File: src/rtl/arith_unit_seq_if.sv
// Operand/request and result/status bundle between the switch/button front end and arith_unit_seq.
// The master side drives the requests and the slave side (the unit) returns the results.
interface arith_unit_seq_if #(
    parameter int WIDTH = 4
);
    logic             enable;
    logic             start;
    logic [1:0]       op;
    logic [WIDTH-1:0] input_a;
    logic [WIDTH-1:0] input_b;
    logic [WIDTH-1:0] result;
    logic             carry;
    logic             busy;
    logic             done;
    logic [WIDTH-1:0] led;

    modport master (
        output enable, start, op, input_a, input_b,
        input  result, carry, busy, done, led
    );

    modport slave (
        input  enable, start, op, input_a, input_b,
        output result, carry, busy, done, led
    );
endinterface

File: src/rtl/arith_unit_seq.sv
// Registered add/sub/accumulate/shift-add multiply unit feeding the LED bank.
// Latency: add/sub/acc done 1 cycle after start; multiply done WIDTH+1 cycles after start.
// Backpressure: none; start is ignored while busy or disabled, never queued.
module arith_unit_seq #(
    parameter int WIDTH = 4
) (
    input logic          clk,
    input logic          rst,
    arith_unit_seq_if.slave bus
);
    localparam int CW = (WIDTH > 2) ? $clog2(WIDTH) : 1;

    typedef enum logic {
        IDLE,
        MUL
    } state_t;

    state_t             state;
    logic [WIDTH-1:0]   a_q;
    logic [WIDTH-1:0]   b_q;
    logic [WIDTH-1:0]   result_q;
    logic               carry_q;
    logic               busy_q;
    logic               done_q;
    logic [CW-1:0]      cnt;
    logic [2*WIDTH-1:0] prod;
    logic [2*WIDTH-1:0] addend;
    logic [2*WIDTH-1:0] prod_nxt;
    logic [WIDTH:0]     sum;

    // One extra bit on the single-cycle ops: it is carry-out for add/acc and borrow for sub.
    always_comb begin
        sum = '0;
        case (bus.op)
            2'b00:   sum = {1'b0, bus.input_a} + {1'b0, bus.input_b};
            2'b01:   sum = {1'b0, bus.input_a} - {1'b0, bus.input_b};
            2'b11:   sum = {1'b0, result_q} + {1'b0, bus.input_a};
            default: sum = '0;
        endcase
    end

    always_comb begin
        addend   = '0;
        if (b_q[cnt]) begin
            addend = {{WIDTH{1'b0}}, a_q} << cnt;
        end
        prod_nxt = prod + addend;
    end

    always_ff @(posedge clk) begin
        if (rst) begin
            state    <= IDLE;
            a_q      <= '0;
            b_q      <= '0;
            result_q <= '0;
            carry_q  <= 1'b0;
            busy_q   <= 1'b0;
            done_q   <= 1'b0;
            cnt      <= '0;
            prod     <= '0;
        end else begin
            done_q <= 1'b0;
            case (state)
                IDLE: begin
                    if (bus.enable && bus.start) begin
                        if (bus.op == 2'b10) begin
                            a_q    <= bus.input_a;
                            b_q    <= bus.input_b;
                            prod   <= '0;
                            cnt    <= '0;
                            busy_q <= 1'b1;
                            state  <= MUL;
                        end else begin
                            result_q <= sum[WIDTH-1:0];
                            carry_q  <= sum[WIDTH];
                            done_q   <= 1'b1;
                        end
                    end
                end
                MUL: begin
                    if (!bus.enable) begin
                        // Abort: result/carry keep their pre-multiply values.
                        busy_q <= 1'b0;
                        state  <= IDLE;
                    end else begin
                        prod <= prod_nxt;
                        cnt  <= cnt + 1'b1;
                        if (cnt == CW'(WIDTH - 1)) begin
                            result_q <= prod_nxt[WIDTH-1:0];
                            carry_q  <= |prod_nxt[2*WIDTH-1:WIDTH];
                            done_q   <= 1'b1;
                            busy_q   <= 1'b0;
                            state    <= IDLE;
                        end
                    end
                end
                default: begin
                    busy_q <= 1'b0;
                    state  <= IDLE;
                end
            endcase
        end
    end

    assign bus.result = result_q;
    assign bus.carry  = carry_q;
    assign bus.busy   = busy_q;
    assign bus.done   = done_q;
    assign bus.led    = bus.enable ? result_q : '1;
endmodule

File: src/flat_wrapper.sv
// flat-port wrapper written by rule: the top's interface ports become plain ports
module arith_unit_seq_flat 
#(
    parameter int WIDTH = 4
)
  (clk, rst, bus_enable, bus_start, bus_op, bus_input_a, bus_input_b, bus_result, bus_carry, bus_busy, bus_done, bus_led);
  arith_unit_seq_if #(.WIDTH(WIDTH)) bus_i ();
  input logic clk;
  input logic rst;
  input wire logic [$bits(bus_i.enable)-1:0] bus_enable;
  input wire logic [$bits(bus_i.start)-1:0] bus_start;
  input wire logic [$bits(bus_i.op)-1:0] bus_op;
  input wire logic [$bits(bus_i.input_a)-1:0] bus_input_a;
  input wire logic [$bits(bus_i.input_b)-1:0] bus_input_b;
  output wire logic [$bits(bus_i.result)-1:0] bus_result;
  output wire logic [$bits(bus_i.carry)-1:0] bus_carry;
  output wire logic [$bits(bus_i.busy)-1:0] bus_busy;
  output wire logic [$bits(bus_i.done)-1:0] bus_done;
  output wire logic [$bits(bus_i.led)-1:0] bus_led;
  assign bus_i.enable = bus_enable;
  assign bus_i.start = bus_start;
  assign bus_i.op = bus_op;
  assign bus_i.input_a = bus_input_a;
  assign bus_i.input_b = bus_input_b;
  assign bus_result = bus_i.result;
  assign bus_carry = bus_i.carry;
  assign bus_busy = bus_i.busy;
  assign bus_done = bus_i.done;
  assign bus_led = bus_i.led;
  arith_unit_seq #(.WIDTH(WIDTH)) u_core (.clk(clk), .rst(rst), .bus(bus_i));
endmodule
File: config.mk
export PLATFORM = sky130hd
export DESIGN_NAME = arith_unit_seq_flat
export DESIGN_NICKNAME = d
export VERILOG_FILES = /design/src/rtl/arith_unit_seq_if.sv /design/src/rtl/arith_unit_seq.sv /design/src/flat_wrapper.sv
export SDC_FILE = /design/constraint.sdc
export NUM_CORES = 1
export LEC_CHECK = 0
export CORE_MARGIN = 2
export CORE_UTILIZATION = 51
export CTS_CLUSTER_DIAMETER = 40
export CTS_CLUSTER_SIZE = 10
export DETAILED_ROUTE_END_ITERATION = 16
export PLACE_DENSITY_LB_ADDON = 0.15
export SLEW_MARGIN = 0
export SYNTH_ARGS = -nofsm -noshare
export SYNTH_HDL_FRONTEND = slang
export SYNTH_SLANG_ARGS = --single-unit
File: constraint.sdc
create_clock -name clk -period 5.5 [get_ports clk]
set_input_delay 1.375 -clock clk [delete_from_list [all_inputs] [get_ports clk]]
set_output_delay 1.375 -clock clk [all_outputs]
set_load 0.02 [all_outputs]
Word level (Yosys, flattened, before mapping). Cells that the tools add are included.

Reductions and logical operators: 7. Equality and inequality tests: 10. $lt $le $gt $ge: 1. Muxes and demuxes: 38. $add $sub $neg: 5. Bitwise operators: 1. Shift-type cells: 1.

Operators with widths (count): $mux W8 (4); $mux W4 (5); $mux W1 (17); $pmux W8 S2 (1); $pmux W5 S3 (1); $add A4 B4 Y5 (2); $reduce_and A3 Y1 (3); $add A8 B8 Y8 (1); $pmux W1 S2 (4); $pmux W4 S2 (1); $shl A4 B2 Y8 (1); $eq A2 B2 Y1 const B (3); $mux W2 (3); $ne A2 B2 Y1 const B (3); $sub A4 B4 Y5 (1); $ne A2 B1 Y1 const B (2); $pmux W2 S2 (1); $reduce_and A4 Y1 (1); $reduce_or A4 Y1 (1); $lt A2 B3 Y1 const B (1); $ne A3 B3 Y1 const B (1); $add A2 B1 Y2 const B (1); $bmux W1 S2 (1); $eq A2 B1 Y1 const B (1); other kinds (3) (3).

Logic and storage cells: 72. Bits of input ports: 14. Register bits: 26. Output and inout bits: 11.

Depth between registers and ports, before layout.
Depth in word-level cells: 8. Mapped depth: 11. Mapped depth without buffers: 11.

Worst setup path before layout. OpenSTA, ideal clock, no wires.

Path kind: input port to output port. From: input port bus_enable. To: output port bus_led[1]. Stages: 3. Data arrival time: 2.071 ns. Setup slack: 2.054 ns. Buffers on the path: 2. Cells stage by stage: clkbuf_1 > clkbuf_1 > nand2b_1.

Longest elaborated chain between the ends: 1.

Ends and longest elaborated chain: start, declared (line flat_wrapper.sv:10) `input wire logic [$bits(bus_i.enable)-1:0] bus_enable;`; $mux W4 (line arith_unit_seq.sv:109) `assign bus.led = bus.enable ? result_q : '1;`; end, declared (line flat_wrapper.sv:19) `output wire logic [$bits(bus_i.led)-1:0] bus_led;`.

Every way passes these cells.

Worst setup path after layout.
From: input port bus_enable. To: output port bus_led[2].

The elaborated chain is that of the path after synthesis.

==> flow_summary.json <==
{
  "status": "finished clean",
  "final-max-slew-violation-count": 0,
  "cp.depth": 3,
  "synth-seq-area-share_pct": 28.3,
  "critPathBufInv": 2,
  "final_nets": 266,
  "synth_common_cells": "nor2_1 (29), dfxtp_1 (26), a21oi_1 (21), ha_1 (13), nand2_1 (11)",
  "dp_hpwl_um": 3330,
  "crit_family": "buffers and inverters",
  "cp-end-kind": "output port",
  "power_density_nw_per_um2": 196,
  "finalWirelength_um": 4330,
  "grt_pass1_vias": 1559,
  "path_cells": "clkdlybuf4s50_1, nand2b_1, clkdlybuf4s50_1",
  "antenna_left": 0,
  "synth.distinct_cells": 49,
  "max-cap-violations": 0,
  "worstPathRequired_ps": 4120,
  "fin_setup_tns_ps": 0,
  "diodes": 0,
  "power.leakage_nw": 0.892,
  "max_freq_mhz": 235,
  "wire_per_inst_um": 15.4,
  "grt_use_total_pct": 22.3,
  "finalCritPeriodShare_pct": 77.4,
  "yosysMostFrequentCell": "nor2_1",
  "std_cell_rows": 21,
  "ff2ff_path_depth": 8,
  "async_flop_share_pct": 0,
  "skew_ps": 9.72,
  "critical_path.startpoint_type": "primary input",
  "io_pins": 25,
  "cts.sinks": 26,
  "drive_gt1_share_pct": 4.66,
  "postCtsResizedCells": 0,
  "cp_common_cell": "clkdlybuf4s50_1",
  "clk_pin_slew_worst_paths_ps": 150,
  "port_buffers": 24,
  "via_per_inst": 5.97,
  "post-route-min-period_ps": 4260,
  "ys_seq_elements": 26,
  "gr-total-overflow": 0,
  "whs_path_depth": 2,
  "worst_pin_slew_ps": 688,
  "h-tree-depth": 1,
  "fin_cells": 282,
  "cp_data_arrival_time_ps": 2880,
  "die_y_um": 64.1,
  "initial_core_util_pct": 54.3,
  "vias": 1683,
  "rsz0062_at_grt": "false",
  "synth_largest_area_cell": "dfxtp_1",
  "crit_slowest_cell": "clkdlybuf4s50_1",
  "ys.flop_type": "dfxtp_1",
  "first_pass_iters": 4,
  "holdBufCountCts": 0,
  "dp.cells": 278,
  "numCtsBuffers": 3,
  "slowest_delay_ps": 690,
  "antenna_found_initial": 0,
  "drt_iter0_markers": 112,
  "ir_worst_vdd_uv": 141,
  "drc": 0,
  "worstReg2RegStart": "u_core.cnt[0]",
  "syn_to_final_growth_pct": 16.2,
  "clockBufferDepth": 2,
  "finalWeightedCongestion": 0.851,
  "hp-class": "reg -> reg",
  "post_cts_buffers": 0,
  "hp-start": "u_core.bus.busy",
  "tritoncts": "yes",
  "ys.warnings.count": 0,
  "hold_violations": 0,
  "synth_area_um2": 1840,
  "grt_max_degree": 28,
  "crit_type": "in -> out",
  "core_um2": 3390,
  "synth_cells": 220,
  "synth-edff-count": 0,
  "synth.avg_cell_area_um2": 8.36,
  "setup-violations-final": 0,
  "synth_area_leaders": "dfxtp_1 (28%), ha_1 (8.8%), nor2_1 (5.9%), a21oi_1 (5.7%), mux2i_1 (5.4%)",
  "clockRootBuffer": "clkbuf_4",
  "timing.hold.ws_ps": 480,
  "mappedNetlistNets": 249,
  "die_w_um": 64.1,
  "synth_top_cell_area_share_pct": 28.3,
  "cp-startpoint": "bus_enable",
  "path_max_fanout": 17,
  "clk_latency_ps": 340,
  "grt_pass1_wl_um": 7270,
  "fp.dieArea_um2": 4100,
  "max-slew-margin-rel_pct": 53.9
}
[placed cells by master, fill, tap and decap left out, drive strengths merged, types with 2 or more instances in the layout]
cell / n
a31oi: 2
mux2i: 10
clkbuf: 3
xor2: 4
nor3: 2
a211oi: 6
o31ai: 2
inv: 6
nand3: 8
a21oi: 21
a22o: 2
fa: 2
nand2: 12
clkdlybuf4s50: 24
a32oi: 2
ha: 13
and2: 5
nand3b: 2
nor2: 29
xnor2: 5
o21ai: 10
a21boi: 2
nor4b: 2
dfxtp: 26
o211ai: 5
mux4: 2
a22oi: 3
a21o: 3
nand2b: 7
[cell families after synthesis]
family | after synthesis | synth area share [%]
and+or+nand+nor | 73 | 20.0
AOI/OAI and AO/OA | 65 | 23.4
DFF | 26 | 28.3
buffers and inverters | 19 | 4.49
adders and majority gates | 15 | 11.0
muxes | 13 | 8.50
xor gates and xnor gates | 9 | 4.29
[worst paths after layout]
path         slack (ps)               end
min reg2reg         480   u_core.bus.busy
min                 480   u_core.bus.busy
max reg2reg        2400  u_core.bus.carry
max                1240        bus_led[2]
[sequential cells by signal (all words and copies together) (netlist names)]
| register | cells |
|---|---|
| u_core.a_q | 4 |
| u_core.b_q | 4 |
| u_core.bus.busy | 1 |
| u_core.bus.carry | 1 |
| u_core.bus.done | 1 |
| u_core.bus.result | 4 |
| u_core.cnt | 2 |
| u_core.prod | 8 |
| u_core.state | 1 |
[metrics by stage]
stage / instance area (µm²) / power, mW / util (%) / setup WS, ps
global placement: 2080 / 0.282 / 61.5 / 1290
floorplan: 1840 / 0.252 / - / 2050
global route: 2140 / 0.434 / 63.0 / 1120
detailed placement: 2080 / 0.284 / 61.5 / 1230
finish: 2140 / 0.420 / 63.0 / 1240
CTS: 2140 / 0.420 / 63.0 / 1240
[worst min-delay path, delay by kind of cell, from the launching register on]
family | cells | cell delay [ps]
compound gates | 1 | 50
flops | 1 | 340
buf+inv | 1 | 60
[cell type report]
type | count | area [µm²]
clock buffers | 3 | 22.5
clock inverters | 1 | 30.0
fillers | 298 | 1250
inverters | 6 | 22.5
multi-input cells | 175 | 1240
flip-flops and latches | 26 | 520
well taps | 46 | 57.6
repair buffers | 25 | 248
[per-layer routing]
metal	track usage, %	up-vias	share of wire, %	routed length (µm)
li1	-	833	-	-
met1	31.1	796	47	2020
met2	36.2	47	48	2060
met3	3.87	7	5.1	220
met4	4.08	0	0.62	27
met5	0	-	0	0
[power breakdown]
group	total, mW	switching, mW	internal, mW
Sequential	0.198	0.00511	0.193
Clock	0.139	0.0649	0.0737
Combinational	0.0828	0.0431	0.0397
No activity file was read; power rests on OpenSTA's default activity.
